## src/rtl/io_dcc_pkg.sv

```systemverilog
// Shared definitions for the IO duty-cycle-correction calibration block:
// state and direction encodings, code width/range and the gray helper.
package io_dcc_pkg;

  localparam int unsigned CODE_W   = 4;
  localparam int unsigned CODE_MAX = 15;

  // Controller states
  localparam logic [2:0] ST_IDLE   = 3'd0;
  localparam logic [2:0] ST_SETTLE = 3'd1;
  localparam logic [2:0] ST_SAMPLE = 3'd2;
  localparam logic [2:0] ST_UPDATE = 3'd3;
  localparam logic [2:0] ST_LOCKED = 3'd4;

  // Correction direction of one decision
  localparam logic [1:0] DIR_UP   = 2'd0;
  localparam logic [1:0] DIR_DOWN = 2'd1;
  localparam logic [1:0] DIR_HOLD = 2'd2;
  localparam logic [1:0] DIR_NONE = 2'd3;

  // Binary to reflected gray for the delay-line code bus
  function automatic logic [3:0] bin2gray4(input logic [3:0] b);
    return b ^ (b >> 1);
  endfunction

endpackage

```

## src/rtl/io_dcc_code_step.sv

```systemverilog
// One-step code adjust for the rise/fall delay pair. UP lengthens the high
// phase (remove fall delay first, then add rise delay is the opposite path),
// DOWN shortens it; at most one of the two codes is ever nonzero.
module io_dcc_code_step
  import io_dcc_pkg::*;
(
  input  logic [CODE_W-1:0] r_code,
  input  logic [CODE_W-1:0] f_code,
  input  logic [1:0]        dir,
  output logic [CODE_W-1:0] r_next_c,
  output logic [CODE_W-1:0] f_next_c,
  output logic              sat_c
);

  // Step the active code toward the requested direction, flag range exhaustion
  always_comb begin
    r_next_c = r_code;
    f_next_c = f_code;
    sat_c    = 1'b0;
    case (dir)
      DIR_UP: begin
        if (r_code != '0)
          r_next_c = r_code - CODE_W'(1);
        else if (f_code != CODE_W'(CODE_MAX))
          f_next_c = f_code + CODE_W'(1);
        else
          sat_c = 1'b1;
      end
      DIR_DOWN: begin
        if (f_code != '0)
          f_next_c = f_code - CODE_W'(1);
        else if (r_code != CODE_W'(CODE_MAX))
          r_next_c = r_code + CODE_W'(1);
        else
          sat_c = 1'b1;
      end
      default: begin
      end
    endcase
  end

endmodule

```

## src/rtl/io_dcc_cal_ctrl.sv

```systemverilog
// Closed-loop duty-cycle-correction calibration controller. Majority-votes
// the duty-cycle detector over a window, steps the rise/fall delay codes one
// LSB per decision and declares lock after repeated direction reversals.
// Optional macro DCC_CAL_OVRD_EN adds a direct code override port group.
module io_dcc_cal_ctrl
  import io_dcc_pkg::*;
#(
  parameter int unsigned SETTLE_CYC   = 16,
  parameter int unsigned SAMPLE_CNT   = 8,
  parameter int unsigned LOCK_TOGGLES = 4
) (
  input  logic              clk,
  input  logic              reset,
  input  logic              cal_en,
  input  logic              dcd_hi,
`ifdef DCC_CAL_OVRD_EN
  input  logic              ovrd_en,
  input  logic [CODE_W-1:0] ovrd_r_code,
  input  logic [CODE_W-1:0] ovrd_f_code,
`endif
  output logic [CODE_W-1:0] r_gray,
  output logic [CODE_W-1:0] f_gray,
  output logic              cal_busy,
  output logic              cal_done,
  output logic              cal_sat
);

  localparam int unsigned CNT_MAX = (SETTLE_CYC > SAMPLE_CNT) ? SETTLE_CYC : SAMPLE_CNT;
  localparam int unsigned CNT_W   = $clog2(CNT_MAX + 1);
  localparam int unsigned HI_W    = $clog2(SAMPLE_CNT + 1);
  localparam int unsigned TOG_W   = 4;

  logic [2:0]        state, state_d;
  logic [CNT_W-1:0]  cnt, cnt_d;
  logic [HI_W-1:0]   hi_cnt, hi_d;
  logic [CODE_W-1:0] r_code, r_d;
  logic [CODE_W-1:0] f_code, f_d;
  logic [CODE_W-1:0] step_r, step_f;
  logic              step_sat;
  logic              sat_d;
  logic [TOG_W-1:0]  toggle_cnt, tog_d;
  logic [1:0]        prev_dir, prev_d;
  logic [1:0]        dir;
  logic              reversal;
  logic              busy_d;
  logic              done_d;

  // Majority decision over the finished window and reversal detection
  always_comb begin
    dir = DIR_HOLD;
    if (hi_cnt > HI_W'(SAMPLE_CNT / 2))
      dir = DIR_DOWN;
    else if (hi_cnt < HI_W'(SAMPLE_CNT / 2))
      dir = DIR_UP;
    reversal = (dir == DIR_HOLD) || ((prev_dir != DIR_NONE) && (dir != prev_dir));
  end

  io_dcc_code_step u_step (
    .r_code   (r_code),
    .f_code   (f_code),
    .dir      (dir),
    .r_next_c (step_r),
    .f_next_c (step_f),
    .sat_c    (step_sat)
  );

  // Next-state and next-value logic for the calibration loop
  always_comb begin
    state_d = state;
    cnt_d   = cnt;
    hi_d    = hi_cnt;
    r_d     = r_code;
    f_d     = f_code;
    sat_d   = cal_sat;
    tog_d   = toggle_cnt;
    prev_d  = prev_dir;

    case (state)
      ST_IDLE: begin
        if (cal_en) begin
          state_d = ST_SETTLE;
          cnt_d   = '0;
          hi_d    = '0;
          r_d     = '0;
          f_d     = '0;
          sat_d   = 1'b0;
          tog_d   = '0;
          prev_d  = DIR_NONE;
        end
      end
      ST_SETTLE: begin
        if (cnt == CNT_W'(SETTLE_CYC - 1)) begin
          cnt_d   = '0;
          hi_d    = '0;
          state_d = ST_SAMPLE;
        end else begin
          cnt_d = cnt + CNT_W'(1);
        end
      end
      ST_SAMPLE: begin
        hi_d = hi_cnt + HI_W'(dcd_hi);
        if (cnt == CNT_W'(SAMPLE_CNT - 1)) begin
          cnt_d   = '0;
          state_d = ST_UPDATE;
        end else begin
          cnt_d = cnt + CNT_W'(1);
        end
      end
      ST_UPDATE: begin
        r_d   = step_r;
        f_d   = step_f;
        cnt_d = '0;
        if (step_sat)
          sat_d = 1'b1;
        tog_d = reversal ? (toggle_cnt + TOG_W'(1)) : '0;
        if (dir != DIR_HOLD)
          prev_d = dir;
        state_d = (tog_d == TOG_W'(LOCK_TOGGLES)) ? ST_LOCKED : ST_SETTLE;
      end
      ST_LOCKED: begin
      end
      default: begin
        state_d = ST_IDLE;
      end
    endcase

    // Dropping enable abandons the loop but keeps codes and the sticky flag
    if (!cal_en) begin
      state_d = ST_IDLE;
      cnt_d   = '0;
      hi_d    = '0;
      r_d     = r_code;
      f_d     = f_code;
      sat_d   = cal_sat;
      tog_d   = toggle_cnt;
      prev_d  = prev_dir;
    end

`ifdef DCC_CAL_OVRD_EN
    // Override takes the codes directly and parks the controller
    if (ovrd_en) begin
      state_d = ST_IDLE;
      cnt_d   = '0;
      hi_d    = '0;
      r_d     = ovrd_r_code;
      f_d     = ovrd_f_code;
    end
`endif

    // Busy is raised one cycle after leaving IDLE and dropped on lock/abort
    busy_d = (state != ST_IDLE) &&
             ((state_d == ST_SETTLE) || (state_d == ST_SAMPLE) || (state_d == ST_UPDATE));
    done_d = (state_d == ST_LOCKED);
  end

  // State, counters, codes and registered gray outputs
  always_ff @(posedge clk) begin
    if (reset) begin
      state      <= ST_IDLE;
      cnt        <= '0;
      hi_cnt     <= '0;
      r_code     <= '0;
      f_code     <= '0;
      toggle_cnt <= '0;
      prev_dir   <= DIR_NONE;
      cal_sat    <= 1'b0;
      cal_busy   <= 1'b0;
      cal_done   <= 1'b0;
      r_gray     <= '0;
      f_gray     <= '0;
    end else begin
      state      <= state_d;
      cnt        <= cnt_d;
      hi_cnt     <= hi_d;
      r_code     <= r_d;
      f_code     <= f_d;
      toggle_cnt <= tog_d;
      prev_dir   <= prev_d;
      cal_sat    <= sat_d;
      cal_busy   <= busy_d;
      cal_done   <= done_d;
      r_gray     <= bin2gray4(r_code);
      f_gray     <= bin2gray4(f_code);
    end
  end

endmodule
```

## config.mk

```make
export PLATFORM = sky130hd
export DESIGN_NAME = io_dcc_cal_ctrl
export DESIGN_NICKNAME = d
export VERILOG_FILES = /design/src/rtl/io_dcc_pkg.sv /design/src/rtl/io_dcc_code_step.sv /design/src/rtl/io_dcc_cal_ctrl.sv
export SDC_FILE = /design/constraint.sdc
export NUM_CORES = 1
export LEC_CHECK = 0
export CORE_UTILIZATION = 48
export CTS_CLUSTER_SIZE = 40
export DETAILED_ROUTE_END_ITERATION = 16
export PLACE_DENSITY_LB_ADDON = 0.3
export RECOVER_POWER = 25
export SYNTH_ARGS = -nofsm -noshare
export SYNTH_HDL_FRONTEND = slang
export SYNTH_SLANG_ARGS = --single-unit
```

## constraint.sdc

```tcl
create_clock -name clk -period 2.05 [get_ports clk]
set_input_delay 0.41 -clock clk [delete_from_list [all_inputs] [get_ports clk]]
set_output_delay 0.41 -clock clk [all_outputs]
set_load 0.03 [all_outputs]
```

==> flow_summary.json <==
{
  "path_class": "register to register",
  "finalNetCount": 283,
  "crit_arrival_ns": 2.11,
  "maxCapViolCount": 0,
  "post-route-util_pct": 59.0,
  "combPwrFrac_pct": 6.8,
  "ir_drop_mv": 0.336,
  "num_vias": 1665,
  "hp-start": "toggle_cnt[2]",
  "synth_top_area_share_pct": 35.2,
  "multiInputGateArea_um2": 1250,
  "cts_htree_levels": 2,
  "reg2reg_depth": 8,
  "final.min_clock_period_ns": 1.93,
  "fin_cells": 310,
  "seq_area_um2": 741,
  "die_h_um": 68.2,
  "hpwl_mm": 2.92,
  "ys_warn_count": 0,
  "power.switching_mw": 0.320,
  "syn_area_um2": 2100,
  "first_pass_iters": 4,
  "final_cell_mix": "dfxtp_1, nor2_1, nand2_1, ha_1, a21oi_1",
  "grt_pass1_vias": 1440,
  "clk_pin_slew_worst_paths_ns": 0.07,
  "hold_end": "toggle_cnt[2]",
  "dp_slack_ns": 0.0884,
  "timing.rr.end": "r_code[3]",
  "startpoint": "hi_cnt[1]",
  "path_buf_inv": 0,
  "synth_largest_area_cell": "dfxtp_1",
  "initial_utilization_pct": 51.1,
  "overflow": 0,
  "fillCellCount": 375,
  "relSlewSlack_pct": 59.6,
  "synth.top_cells.by_area": "dfxtp_1, ha_1, nor2_1",
  "clk_path_buf_depth": 2,
  "wl_per_cell_um": 12.9,
  "ant_nets": 0,
  "switching_share_pct": 24.2,
  "routed_wl_mm": 3.99,
  "synth-seq-cells": 37,
  "dp_cells": 300,
  "rsz0062_at_grt": "no",
  "grt_first_pass_wirelength_mm": 6.64,
  "fmax_mhz": 519,
  "r2r-start": "hi_cnt[1]",
  "finClkSkew_ns": 0.00302,
  "clkSinkCount": 37,
  "vias_per_cell": 5.37,
  "hold_path.class": "register to register",
  "clk_latency_ns": 0.29,
  "async_flop_share_pct": 0,
  "drt_iter0_markers": 118,
  "core_area_um2": 4120,
  "synth_edf_count": 0,
  "start_kind": "register",
  "syn_nets": 256,
  "grt_use_met3_pct": 4.50,
  "root_buffer": "clkbuf_8",
  "cp_max_fo": 5,
  "seq_area_frac_synth_pct": 35.2,
  "r2r_slack_ns": 0.12,
  "layout_commonest_cell": "dfxtp_1",
  "end_kind": "register",
  "hold_depth": 2,
  "final_cell_area_um2": 2430,
  "tightest_slew_ns": 0.606,
  "crit_chain": "o21a_4, nor2_8, ha_1, a21o_1, a21oi_1, xnor2_1, o21ai_0, a32o_1",
  "setup_tns_ns": 0,
  "cts_inserted_buffers": 5,
  "cts_tree": "built",
  "antenna_found_initial": 0,
  "top_usage_layer": "met1",
  "dieArea_um2": 4650,
  "p_leak_nw": 0.971,
  "status": "complete, no violations",
  "power_frac_seq_pct": 55.5,
  "antenna_cells": 0,
  "die_x_um": 68.2,
  "io_pins": 15,
  "synth_cells": 232,
  "p_per_area_nw_per_um2": 543,
  "dpl_cell_area_um2": 2330,
  "fin_ws_ns": 0.123,
  "drv_slew": 0,
  "synth_ff_type": "dfxtp_1",
  "cp_slowest_cell": "dfxtp_1",
  "timing.hold.ws_ns": 0.492,
  "avgSynthCellArea_um2": 9.06,
  "cts_hold_buf": 0,
  "post_route_cells_drive_above_1_share_pct": 13.5,
  "p_int_mw": 1.00,
  "finalHoldViolCount": 0,
  "power_frac_clock_pct": 37.6,
  "ys_types": 51,
  "grt_max_degree": 15,
  "drc": 0,
  "rows": 23,
  "crit_family": "compound AO/OA/AOI/OAI gates",
  "io_buffers": 14,
  "gr-usage-all-layers_pct": 19.4,
  "p_total_mw": 1.32,
  "use_met2_pct": 27.5,
  "cp_slowest_stage_delay_ns": 0.35,
  "finalSetupViolCount": 0,
  "cp.required_ns": 2.23,
  "use_met1_pct": 28.9,
  "gp_congestion": 0.819,
  "period_share_pct": 94.0,
  "syn2layout_area_growth_pct": 15.5
}
==> kinds of logic (layout without fill, tap and decap cells) <==
group	after synthesis	after routing	share of synthesized area (%)
flip-flops	37	37	35.2
buffers and inverters	22	50	5.54
multiplexers	5	5	2.50
adder cells (fa/ha/maj)	20	20	12.6
AND/OR/NAND/NOR	90	90	22.6
XOR/XNOR	7	7	2.92
AO/OA/AOI/OAI	51	51	18.6
==> how the worst max path moves through the flow <==
stage	to	slack (ns)	cells after the start
after detailed placement	r_code[1]	0.09	6
after CTS	f_code[3]	0.07	9
final	r_code[3]	0.12	8
after floorplan	f_code[3]	0.17	9
after global placement	r_code[1]	0.11	6
after global routing	f_code[3]	0.02	9
==> cell usage after synthesis, drive strengths merged (2+ instances only) <==
cell type and number:
a2111oi 2, a211oi 5, a21o 3, a21oi 16, a22oi 5, a31oi 4, buf 5, clkbuf 3
dfxtp 37, fa 2, ha 18, inv 14, mux2 2, mux2i 3, nand2 18, nand2b 6
nand3 7, nand3b 3, nand4 2, nor2 31, nor2b 8, nor3 4, o21ai 7, or2b 2
or3 2, xnor2 7
==> power groups by stage <==
stage	clock (mW)	combinational, mW	sequential (mW)
floorplan	0	0.0642	0.747
global placement	0	0.0908	0.749
detailed placement	0	0.0916	0.749
CTS	0.510	0.0918	0.732
global route	0.541	0.101	0.734
finish	0.497	0.0903	0.733
==> metal layers <==
layer | routed length (µm) | up-vias
li1 | - | 865
met2 | 1690 | 27
met3 | 122 | 5
met5 | 0 | -
met4 | 38 | 0
met1 | 2140 | 768
==> tightest hold or removal path: stages (launching register included) <==
cell	delay [ns]
dfxtp_1	0.33
nand2_1	0.06
a21oi_1	0.05
==> sequential cells by signal, summed over array words and instances, names as in the netlist <==
signal	flops
f_code	4
state	3
r_code	4
cal_busy	1
cal_sat	1
r_gray	4
cal_done	1
hi_cnt	4
toggle_cnt	4
f_gray	4
cnt	5
prev_dir	2
==> area by class of cell <==
class                      instances  area share [%]
clock buffer                       6            2.99
sequential                        37            30.5
multi-input combinational        173            51.4
timing repair buffer              28            9.94
inverter                          14            2.16
tap                               50            2.58
clock inverter                     2           0.412
==> timing repair <==
| action | CTS | global route |
|---|---|---|
| setup buffers | 0 | 2 |
| resized for setup | 0 | 1 |
| setup endpoints to repair | 0 | 1 |
| hold endpoints to repair | 0 | 0 |
Power figures use the tool's default switching activity.
